`config.mk`:
```
export PLATFORM = sky130hd
export DESIGN_NAME = freelist_ctrl
export DESIGN_NICKNAME = d
export VERILOG_FILES = /design/src/rtl/freelist_ctrl.sv
export SDC_FILE = /design/constraint.sdc
export NUM_CORES = 1
export LEC_CHECK = 0
export ABC_CLOCK_PERIOD_IN_PS = 8700
export CORE_MARGIN = 3
export CORE_UTILIZATION = 30
export CTS_CLUSTER_DIAMETER = 50
export DETAILED_ROUTE_END_ITERATION = 8
export DONT_BUFFER_PORTS = 1
export SLEW_MARGIN = 15
export SYNTH_ARGS = -nofsm -noshare
export SYNTH_HDL_FRONTEND = slang
export SYNTH_SLANG_ARGS = --single-unit
```
`constraint.sdc`:
```
create_clock -name clock -period 8.7 [get_ports clock]
set_input_delay 2.175 -clock clock [delete_from_list [all_inputs] [get_ports clock]]
set_output_delay 2.175 -clock clock [all_outputs]
set_load 0.05 [all_outputs]
```
`src/rtl/freelist_ctrl.sv`:
```
// Physical-register free list / 3-wide allocator with retire reclaim and one-cycle mispredict recovery.
// Define FREELIST_DISP_EN for display ports and simulation assertions.
module freelist_ctrl #(
  parameter int NUM_PR = 64,
  parameter int PR_W = $clog2(NUM_PR),
  localparam int DEPTH = NUM_PR - 32,
  localparam int PW = (DEPTH > 1) ? $clog2(DEPTH) : 1
) (
  input  logic                 clock,
  input  logic                 reset,
  input  logic [2:0]           dispatch_req,
  output logic [2:0][PR_W-1:0] new_pr,
  output logic [2:0]           new_pr_valid,
  output logic [PR_W:0]        free_count,
  input  logic [2:0]           retire_valid,
  input  logic [2:0][PR_W-1:0] retire_told,
  input  logic                 BPRecoverEN,
  output logic                 overflow_err
`ifdef FREELIST_DISP_EN
  ,
  output logic [PR_W-1:0]      fl_disp [DEPTH],
  output logic [PW-1:0]        head_disp,
  output logic [PW-1:0]        tail_disp
`endif
);

  localparam int WW = PR_W + 2;

  logic [PR_W-1:0] fl_q [DEPTH];
  logic [PW-1:0]   head_q, head_d;
  logic [PW-1:0]   tail_q, tail_d;
  logic [PR_W:0]   cnt_q, cnt_d;
  logic            ovf_q, ovf_d;

  logic [2:0]      gnt;
  logic [2:0]      we;
  logic [2:0][PW-1:0] wa;
  logic [WW-1:0]   g, n, room, sum;
  int              off, wcnt;

  function automatic logic [PW-1:0] wrap(input logic [PW-1:0] p,
                                         input int k);
    int s;
    s = int'(p) + k;
    return PW'(s % DEPTH);
  endfunction

  // Lanes are served oldest first (2,1,0) from consecutive head slots.
  always_comb begin
    off = 0;
    gnt = '0;
    for (int i = 2; i >= 0; i--) begin
      new_pr[i] = fl_q[wrap(head_q, off)];
      if (dispatch_req[i]) begin
        if (WW'(off) < WW'(cnt_q)) gnt[i] = 1'b1;
        off = off + 1;
      end
    end
  end

  assign new_pr_valid = gnt & {3{~BPRecoverEN}};

  always_comb begin
    g = WW'(new_pr_valid[0]) + WW'(new_pr_valid[1])
      + WW'(new_pr_valid[2]);
    n = WW'(retire_valid[0]) + WW'(retire_valid[1])
      + WW'(retire_valid[2]);
    room = WW'(DEPTH) - WW'(cnt_q) + g;
    sum = WW'(cnt_q) - g + n;
    wcnt = 0;
    we = '0;
    wa = '0;
    for (int i = 2; i >= 0; i--) begin
      wa[i] = wrap(tail_q, wcnt);
      if (retire_valid[i] && WW'(wcnt) < room) begin
        we[i] = 1'b1;
        wcnt = wcnt + 1;
      end
    end
    tail_d = wrap(tail_q, wcnt);
    ovf_d = ovf_q | (sum > WW'(DEPTH));
    if (BPRecoverEN) begin
      head_d = tail_d;
      cnt_d = (PR_W+1)'(DEPTH);
    end else begin
      head_d = wrap(head_q, int'(g));
      cnt_d = (sum > WW'(DEPTH)) ? (PR_W+1)'(DEPTH)
                                 : (PR_W+1)'(sum);
    end
  end

  always_ff @(posedge clock or negedge reset) begin
    if (!reset) begin
      for (int k = 0; k < DEPTH; k++) fl_q[k] <= PR_W'(32 + k);
      head_q <= '0;
      tail_q <= '0;
      cnt_q <= (PR_W+1)'(DEPTH);
      ovf_q <= 1'b0;
    end else begin
      for (int i = 2; i >= 0; i--)
        if (we[i]) fl_q[wa[i]] <= retire_told[i];
      head_q <= head_d;
      tail_q <= tail_d;
      cnt_q <= cnt_d;
      ovf_q <= ovf_d;
    end
  end

  assign free_count = cnt_q;
  assign overflow_err = ovf_q;

`ifdef FREELIST_DISP_EN
  logic ident_q;

  always_comb begin
    for (int k = 0; k < DEPTH; k++) fl_disp[k] = fl_q[k];
  end
  assign head_disp = head_q;
  assign tail_disp = tail_q;

  // Map stays identity until the first allocation after reset.
  always_ff @(posedge clock or negedge reset) begin
    if (!reset) ident_q <= 1'b1;
    else if (g != '0) ident_q <= 1'b0;
  end

  always @(posedge clock) begin
    if (reset) begin
      for (int i = 0; i < 3; i++) begin
        if (retire_valid[i]) begin
          if (ident_q)
            assert (int'(retire_told[i]) >= 32)
              else $error("arch tag %0d retired", retire_told[i]);
          for (int k = 0; k < DEPTH; k++)
            if (k < int'(cnt_q))
              assert (fl_q[wrap(head_q, k)] != retire_told[i])
                else $error("tag %0d already free", retire_told[i]);
        end
      end
    end
  end
`endif

endmodule

```
Word-level counts from Yosys, hierarchy flattened
Index checks and enable logic that the tools add are counted.

word-level totals
  bits in registers = 210
  output and inout port bits = 29
  logic and storage cells = 122
  input bits = 27

cells by class
  mux-type cells = 38
  order comparisons = 16
  bitwise gates (word level) = 9
  reductions and logical operators = 6
  add/sub/neg operators = 17

operators by type and width
  cell                                                            count
  bitwise mux 192 bit                                             3
  two-way mux 192 bit                                             3
  binary-select mux 6 bit (select 5 bit)                          3
  demux 6 bit (select 5 bit)                                      3
  two-way mux 6 bit                                               9
  greater-or-equal comparator 6 bit (second input constant)       6
  inverter 5 -> 6 bit                                             6
  adder 5 bit                                                     5
  less-than comparator 6 x 1 -> 1 bit (second input constant)     3
  adder 8 x 3 -> 8 bit                                            2
  less-than comparator 8 x 7 -> 1 bit                             2
  less-than comparator 8 bit                                      2
  two-way mux 7 bit                                               2
  two-way mux 1 bit                                               11
  two-way mux 5 bit                                               2
  greater-than comparator 8 x 6 -> 1 bit (second input constant)  1
  less-than comparator 1 x 8 -> 1 bit (first input constant)      1
  subtractor 6 x 7 -> 8 bit (first input constant)                1
  subtractor 7 x 3 -> 8 bit                                       1
  less-than comparator 1 x 7 -> 1 bit (first input constant)      1
  adder 2 x 1 -> 3 bit                                            2
  logical AND 1 bit                                               6
  adder 5 x 2 -> 5 bit (second input constant)                    1
  adder 5 x 3 -> 5 bit                                            1
  6 further kinds                                                 9

Longest topological paths before layout
Gate-level depths: netlist (run 1).

  word-level depth = 24
  depth in mapped cells = 33
  mapped depth without buffers = 29

Least setup slack after synthesis (run 1)
Ideal clock, no wire load.

  path kind = input -> register
  from = input port dispatch_req[1]
  to = register head_q[4]
  slack = 0.356 ns
  buffers on the path = 3
  arrival time = 8.209 ns
  required time = 8.565 ns
  library setup time = 0.135 ns
  stages on the path = 31
  cell sequence = ha_1 -> nor2b_1 -> o21bai_1 -> a21oi_1 -> o21ai_0 -> fa_1 -> ha_1 -> inv_1 -> fa_1 -> a21boi_1 -> a21oi_1 -> or3_4 -> nor4_4 -> buf_2 -> nor2_1 -> ha_1 -> ha_1 -> o21ai_0 -> a32oi_1 -> nand3_1 -> clkbuf_1 -> clkbuf_1 -> nand2_1 -> xnor2_1 -> ha_1 -> fa_1 -> a21o_1 -> nand2_1 -> xnor2_1 -> nand2_1 -> o21ai_0

between the ends
  word-level cells in the longest chain between the ends = 19
  elaborated cells on any way between the ends = 23
  those cells by class = add/sub: 7; order compare: 4; mux: 8; bitwise: 1; reduce/logical: 3

ends and longest elaborated chain
  what                                 RTL line  text
  start, declared                      11        input logic [2:0] dispatch_req,
  two-way mux 2 bit                    54        if (dispatch_req[i]) begin
  less-than comparator 8 x 7 -> 1 bit  55        if (WW'(off) < WW'(cnt_q)) gnt[i] = 1'b1;
  two-way mux 1 bit                    55
  two-way mux 1 bit                    54
  bitwise AND 3 bit (*)                61        assign new_pr_valid = gnt & {3{~BPRecoverEN}};
  adder 1 x 1 -> 2 bit (*)             64        g = WW'(new_pr_valid[0]) + WW'(new_pr_valid[1])
  adder 2 x 1 -> 3 bit (*)             65        + WW'(new_pr_valid[2]);
  adder 8 x 3 -> 8 bit (*)             68        room = WW'(DEPTH) - WW'(cnt_q) + g;
  (+5 left out)                        --
  two-way mux 2 bit                    75        if (retire_valid[i] && WW'(wcnt) < room) begin
  less-than comparator 8 bit           75
  logical AND 1 bit                    75
  two-way mux 5 bit (*)                75
  adder 5 bit (*)                      44        s = int'(p) + k;
  named net tail_d[4]                  31        logic [PW-1:0] tail_q, tail_d;
  two-way mux 5 bit (*)                82        if (BPRecoverEN) begin
  named net head_d[4]                  30        logic [PW-1:0] head_q, head_d;
  end signal, assigned                 95        head_q <= '0;
  end signal, assigned                 102       head_q <= head_d;
  end, declared                        30

Mark *: on every way through the listed nets, which the timed path passes. The rest lies on a longest branch.

Worst setup path after layout (run 1)
  from = input port dispatch_req[1]
  to = register fl_q[190] (netlist bit)

between the ends
  word-level cells in the longest chain between the ends = 22
  elaborated cells on any way between the ends = 40
  those cells by class = add/sub: 6; order compare: 8; mux: 18; bitwise: 3; reduce/logical: 5

ends and longest elaborated chain
  what                                                                                                            RTL line  text
  two-way mux 2 bit                                                                                               54
  less-than comparator 8 x 7 -> 1 bit                                                                             55
  two-way mux 1 bit                                                                                               55
  two-way mux 1 bit                                                                                               54
  bitwise AND 3 bit (*)                                                                                           61
  adder 1 x 1 -> 2 bit (*)                                                                                        64
  adder 2 x 1 -> 3 bit (*)                                                                                        65
  adder 8 x 3 -> 8 bit (*)                                                                                        68
  (+6 left out)                                                                                                   --
  adder 5 bit                                                                                                     44
  inverter 5 -> 6 bit (not written as such)                                                                       101       if (we[i]) fl_q[wa[i]] <= retire_told[i];
  greater-or-equal comparator 6 bit (not written as such) or less-than comparator 6 x 1 -> 1 bit (tied branches)  101
  logical AND 1 bit (not written as such)                                                                         101
  two-way mux 6 bit (not written as such)                                                                         101
  demux 6 bit (select 5 bit)                                                                                      101
  bitwise mux 192 bit                                                                                             101
  two-way mux 192 bit (*)                                                                                         101
  end signal, assigned by index                                                                                   101
  end, declared                                                                                                   29        logic [PR_W-1:0] fl_q [DEPTH];

Every way passes the cells marked *; elsewhere a longest branch is shown, timed or not.

==> flow_metrics.env, run 1 <==
export IMPL_max_freq_mhz=126
export IMPL_p_leak_uw=0.00819
export IMPL_slew_headroom_pct=22.5
export IMPL_num_rows=92
export IMPL_synthCells=2096
export IMPL_rrSetupSlack_ns=1.55
export IMPL_vias=19927
export IMPL_outcome="finished, final reports clean"
export IMPL_rsz0062_at_grt="no"
export IMPL_power_density_nw_per_um2=500
export IMPL_synth_cell_area_sq_um=19300
export IMPL_dp_worst_setup_slack_ns=0.342
export IMPL_cp_max_fo=12
export IMPL_ys_flop_type="dfstp_2"
export IMPL_power_frac_clock_pct=14.6
export IMPL_ys_seq_area_share_pct=28.0
export IMPL_cp_common_cell="ha_1"
export IMPL_grt_usage_pct=27.0
export IMPL_ioPinCount=56
export IMPL_start_util_pct=30.4
export IMPL_ys_warn_count=0
export IMPL_worst_pin_slew_ns=1.16
export IMPL_seqPwrFrac_pct=23.5
export IMPL_avgSynthCellArea_sq_um=9.19
export IMPL_cts_root_buf="clkbuf_16"
export IMPL_critPathTopFamily="adder cells"
export IMPL_endpoint_kind="register"
export IMPL_gr_total_overflow=0
export IMPL_wirelength_mm=93.5
export IMPL_tns_ns=0
export IMPL_portBuffers=0
export IMPL_critPathKind="in -> reg"
export IMPL_chipWidth_um=259
export IMPL_combPwrFrac_pct=61.9
export IMPL_antenna_found_initial=5
export IMPL_detail_route_wl_per_cell_um=32.1
export IMPL_async_flop_share_pct=100
export IMPL_yosys_register_bits=210
export IMPL_vdd_drop_max_mv=0.343
export IMPL_dieArea_sq_um=67300
export IMPL_ys_types=67
export IMPL_timing_final_ws_setup_ns=0.776
export IMPL_place_gp_congestion=0.990
export IMPL_p_int_uw=5330
export IMPL_slowest_stage="fa_1"
export IMPL_core_sq_um=63300
export IMPL_ant_nets=0
export IMPL_clk_latency_ns=0.57
export IMPL_critPathMaxStageDelay_ns=0.60
export IMPL_synth_nets=2171
export IMPL_grt_max_degree=211
export IMPL_max_cap_violations=0
export IMPL_grt_first_pass_wirelength_mm=134
export IMPL_period_minus_slack_ns=7.92
export IMPL_p_sw_uw=5490
export IMPL_die_h_um=259
export IMPL_layout_nets=2102
export IMPL_fin_skew_ns=0.0214
export IMPL_area_growth_synth_to_final_pct=12.4
export IMPL_fin_crit_sh_pct=91.1
export IMPL_drc=0
export IMPL_grt_pass1_vias=19165
export IMPL_cts_tree="built"
export IMPL_dp_cells=2834
export IMPL_postCtsSetupBuffers=0
export IMPL_fin_util_pct=34.2
export IMPL_setup_violations=0
export IMPL_hold_viol=0
export IMPL_cts_htree_levels=2
export IMPL_clk_pin_slew_ns=0.06
export IMPL_p_sw_share_pct=50.8
export IMPL_fin_cells=2907
export IMPL_worst_setup_path_start_kind="primary input"
export IMPL_slew_viol_final=0
export IMPL_cts_buffer_depth=3
export IMPL_cts_sinks=210
export IMPL_crit_chain="ha_1 > nor2b_1 > o21bai_1 > a21oi_1 > o21ai_0 > fa_1 > ha_1 > inv_1 > fa_1 > a21boi_1 > a21oi_1 > or3_4 > nor4_4 > nor2_1 > ha_1 > ha_1 > fa_1 > or3_1 > nor2_1 > and3_1 > nand2_1 > o31ai_1"
export IMPL_arrival_ns=8.39
export IMPL_cts_resized_gates=0
export IMPL_first_iter_violations=2841
export IMPL_drive_above_1_share_pct=22.8
export IMPL_synth_edff_count=0
export IMPL_hold_path_class="reg -> reg"
export IMPL_postCtsHoldBufs=0
export IMPL_critical_path_required_ns=9.17
export IMPL_worst_path_buf_inv=1
export IMPL_cts_buffers=37
export IMPL_hpwl_mm=61.4
export IMPL_routed_via_density=6.85
export IMPL_first_pass_iters=9
-- flip-flops by register name (all words and copies together) (netlist names) --
name / flops
tail_q: 5
free_count: 7
overflow_err: 1
head_q: 5
fl_q: 192
-- path summary, 6_finish.rpt --
kind / from / endpoint / depth (start not counted)
setup / recovery: dispatch_req[1] / fl_q[190]$_DFF_PN0_ / 22
hold / removal: tail_q[3]$_DFF_PN0_ / tail_q[3]$_DFF_PN0_ / 1
setup reg to reg: free_count[3]$_DFF_PN0_ / fl_q[190]$_DFF_PN0_ / 22
hold reg to reg: tail_q[3]$_DFF_PN0_ / tail_q[3]$_DFF_PN0_ / 1
max in group asynchronous: reset / free_count[5]$_DFF_PN1_ / 0
min in group asynchronous: reset / fl_q[26]$_DFF_PN0_ / 0
-- layout by cell type, fill, tap and decap left out, types with 36 or more instances in the layout --
cell type / n
o21ai_0: 212
clkbuf_16: 39
nand2_1: 218
nor2_1: 111
mux4_2: 146
o2bb2ai_1: 74
o31ai_1: 49
and3_1: 188
dfstp_2: 113
ha_1: 38
dfrtp_1: 94
a211oi_1: 163
inv_1: 36
buf_4: 88
nand4_1: 38
-- area by class of cell --
| type | count | area (sq um) |
|---|---|---|
| Timing Repair Buffer | 89 | 681 |
| Tap cell | 846 | 1060 |
| Multi-Input combinational cell | 1652 | 13100 |
| Sequential cell | 210 | 5400 |
| Clock inverter | 17 | 235 |
| Clock buffer | 51 | 1060 |
| Fill cell | 6434 | 41700 |
| Antenna cell | 5 | 12.5 |
| Inverter | 37 | 139 |
-- metal layers --
layer | track usage [%] | vias up | routed length, um
met5 | 0 | - | 13
met4 | 15.4 | 2 | 6440
met3 | 10.5 | 438 | 14200
met2 | 37.9 | 1662 | 37700
met1 | 35.1 | 9742 | 35100
li1 | - | 8083 | -
-- synthesized netlist by cell type (12+ instances only) --
cell,n,share of area (%)
a211oi_1,163,6.4
a21oi_1,23,0.60
and3_1,188,6.1
buf_1,37,0.72
buf_2,22,0.57
clkbuf_1,131,2.6
dfrtp_1,97,13
dfstp_2,113,15
ha_1,41,2.7
inv_1,36,0.70
mux2_2,15,0.88
mux2i_1,23,1.2
mux4_2,146,17
nand2_1,218,4.2
nand3_1,29,0.75
nand4_1,38,1.2
nor2_1,111,2.2
nor2b_1,13,0.42
nor3_1,36,0.94
nor4_1,33,1.1
o21ai_0,213,5.5
o21ai_1,29,0.75
o22ai_1,20,0.65
o2bb2ai_1,74,3.4
o31ai_1,49,1.9
xnor2_1,17,0.77
xor2_1,12,0.55
-- per-stage QoR --
| step | area, sq um | hold slack (ns) | power [uW] |
|---|---|---|---|
| floorplan | 19300 | 0.555 | 6680 |
| global placement | 20300 | 0.554 | 8880 |
| detailed placement | 20300 | 0.568 | 8950 |
| CTS | 21600 | 0.578 | 10600 |
| global route | 21600 | 0.599 | 11100 |
| finish | 21600 | 0.583 | 10800 |
-- power by group through the flow --
stage	Sequential (uW)	Combinational [uW]	Clock, uW
floorplan	2000	4680	0
global placement	2450	6430	0
detailed placement	2480	6480	0
CTS	2470	6510	1590
global route	2560	6930	1640
finish	2540	6700	1580
-- cell families after synthesis --
family | count (synthesis) | share of synthesized area (%)
AO/OA/AOI/OAI | 661 | 23.1
XOR/XNOR | 29 | 1.32
adder cells (fa/ha/maj) | 48 | 3.39
buffers and inverters | 234 | 4.93
flip-flops | 210 | 28.0
multiplexers | 184 | 19.2
other | 1 | 0.0195
AND/OR/NAND/NOR | 729 | 20.1
-- worst reg2reg max path: cells and delay by family (launching register included) --
family,cells,cell delay (ns)
AOI/OAI and AO/OA,3,1.17
DFF,1,0.59
adders and majority gates,7,2.38
buffers and inverters,3,0.38
and+or+nand+nor,9,2.55
Note: power is estimated with default switching activity, not from simulation.
==> run 2: changes to the inputs <==
--- a/config.mk
+++ b/config.mk
@@ -11,6 +11,7 @@
 export CTS_CLUSTER_DIAMETER = 50
 export DETAILED_ROUTE_END_ITERATION = 8
 export DONT_BUFFER_PORTS = 1
+export RECOVER_POWER = 50
 export SLEW_MARGIN = 15
 export SYNTH_ARGS = -nofsm -noshare
 export SYNTH_HDL_FRONTEND = slang
==> run 2 against run 1 <==
Against the previous run: the run now ends with max-capacitance violations, max-slew violations left; final cell count barely moved; die area unchanged; combinational power about the same.
==> flow_metrics.env, run 2 (synthesized netlist as in run 1, its figures left out) <==
export IMPL_hold_viol=0
export IMPL_p_total_uw=10800
export IMPL_wirelength_mm=93.5
export IMPL_setup_violations=0
export IMPL_cp_startpoint="dispatch_req[1]"
export IMPL_area_growth_synth_to_final_pct=12.4
export IMPL_final_cell_mix="nand2_1 (218), o21ai_0 (212), and3_1 (188), a211oi_1 (163), mux4_2 (146)"
export IMPL_critical_path_required_ns=9.17
export IMPL_ant_nets=0
export IMPL_p_leak_uw=0.00819
export IMPL_hold_path_class="reg -> reg"
export IMPL_drc=0
export IMPL_antenna_found_initial=5
export IMPL_routed_via_density=6.90
export IMPL_worst_path_buf_inv=1
export IMPL_outcome="complete, but fails checks"
export IMPL_endpoint_kind="register"
export IMPL_vdd_drop_max_mv=0.345
export IMPL_cts_htree_levels=2
export IMPL_nFillCells=6437
export IMPL_slew_viol_final=49
export IMPL_rrSetupSlack_ns=1.40
export IMPL_worst_pin_slew_ns=2.17
export IMPL_cts_buffer_depth=3
export IMPL_grt_usage_pct=27.0
export IMPL_critPathTopFamily="adder cells"
export IMPL_layout_nets=2102
export IMPL_fin_skew_ns=0.0229
export IMPL_hpwl_mm=61.4
export IMPL_detail_route_wl_per_cell_um=32.2
export IMPL_die_h_um=259
export IMPL_arrival_ns=8.39
export IMPL_stdcell_area_sq_um=21600
export IMPL_layout_commonest_cell="nand2_1"
export IMPL_max_cap_violations=1
export IMPL_postCtsHoldBufs=0
export IMPL_cp_common_cell="ha_1"
export IMPL_cp_max_fo=12
export IMPL_grt_first_pass_wirelength_mm=134
export IMPL_largest_reg_flops=192
export IMPL_rsz0062_at_grt="no"
export IMPL_num_rows=92
export IMPL_period_minus_slack_ns=7.92
export IMPL_cts_buffers=37
export IMPL_first_pass_iters=8
export IMPL_place_area_sq_um=20300
export IMPL_start_util_pct=30.4
export IMPL_postCtsSetupBuffers=0
export IMPL_grt_pass1_vias=19165
export IMPL_portBuffers=0
export IMPL_slowest_stage="fa_1"
export IMPL_top_register="fl_q"
export IMPL_fin_cells=2905
export IMPL_first_iter_violations=3061
export IMPL_grt_max_degree=211
export IMPL_gr_total_overflow=0
export IMPL_vias=20037
export IMPL_cts_resized_gates=0
export IMPL_fin_crit_sh_pct=91.0
export IMPL_cts_root_buf="clkbuf_16"
export IMPL_power_density_nw_per_um2=501
export IMPL_dieArea_sq_um=67300
export IMPL_core_sq_um=63300
export IMPL_cts_tree="built"
export IMPL_dp_cells=2834
export IMPL_tns_ns=0
export IMPL_worst_setup_path_start_kind="primary input"
export IMPL_max_freq_mhz=126
export IMPL_slew_headroom_pct=-44.9
export IMPL_critPathKind="in -> reg"
export IMPL_min_from="head_q[3]$_DFF_PN0_"
export IMPL_critPathMaxStageDelay_ns=0.60
export IMPL_place_gp_congestion=0.990
export IMPL_violations="max-capacitance violations, max-slew violations"
export IMPL_clk_pin_slew_ns=0.06
export IMPL_whs_ns=0.583
export IMPL_ioPinCount=56
export IMPL_drive_above_1_share_pct=22.7
export IMPL_crit_chain="ha_1 > nor2b_1 > o21bai_1 > a21oi_1 > o21ai_0 > fa_1 > ha_1 > inv_1 > fa_1 > a21boi_1 > a21oi_1 > or3_4 > nor4_4 > nor2_1 > ha_1 > ha_1 > fa_1 > or3_1 > nor2_1 > and3_1 > nand2_1 > o31ai_1"
export IMPL_chipWidth_um=259
export IMPL_clk_latency_ns=0.57
export IMPL_cts_sinks=210
export IMPL_reg2reg_from="free_count[5]$_DFF_PN1_"
==> run 2: cell types whose count changed in the layout (fill, tap and decap cells not counted), sizes merged <==
| cell | change |
|---|---|
| clkbuf | +1 |
| buf | -1 |
| diode | -2 |
==> run 2: through the flow <==
| step | setup slack (ns) | utilization (%) |
|---|---|---|
| floorplan | 0.356 | - |
| global placement | 0.468 | 32.1 |
| detailed placement | 0.342 | 32.1 |
| CTS | 0.854 | 34.2 |
| global route | 0.391 | 34.2 |
| finish | 0.780 | 34.2 |
==> run 2: layer usage <==
| metal | track usage, % | wire length, um |
|---|---|---|
| met2 | 37.9 | 37600 |
| met4 | 15.4 | 6360 |
| met1 | 35.1 | 34500 |
| met3 | 10.5 | 14800 |
| met5 | 0 | 117 |
==> run 2: tightest hold or removal path, delay by kind of cell, from the launching register on <==
family          cells  cell delay (ns)
xor+xnor            1             0.13
flops               1             0.35
compound gates      1             0.06
==> run 2: path summary, 6_finish.rpt <==
path	end	cells past startpoint
hold reg to reg	head_q[3]$_DFF_PN0_	2
hold / removal	head_q[3]$_DFF_PN0_	2
max in group asynchronous	fl_q[87]$_DFF_PN0_	0
min in group asynchronous	fl_q[74]$_DFF_PN0_	0
setup / recovery	fl_q[190]$_DFF_PN0_	22
setup reg to reg	fl_q[190]$_DFF_PN0_	21
==> run 2: report_power, final <==
part | switching [uW] | internal (uW)
registers | 878 | 1670
logic | 4050 | 2660
clock network | 577 | 1010
total | 5500 | 5330
==> run 2: area by class of cell <==
cell class / count / area, sq um / share of cell area [%]
flip-flops and latches: 210 / 5400 / 25.0
clock buffers: 51 / 1060 / 4.90
repair buffers: 89 / 678 / 3.13
multi-input cells: 1652 / 13100 / 60.3
clock inverters: 17 / 235 / 1.09
inverters: 37 / 139 / 0.642
well taps: 846 / 1060 / 4.89
diodes: 3 / 7.51 / 0.0347
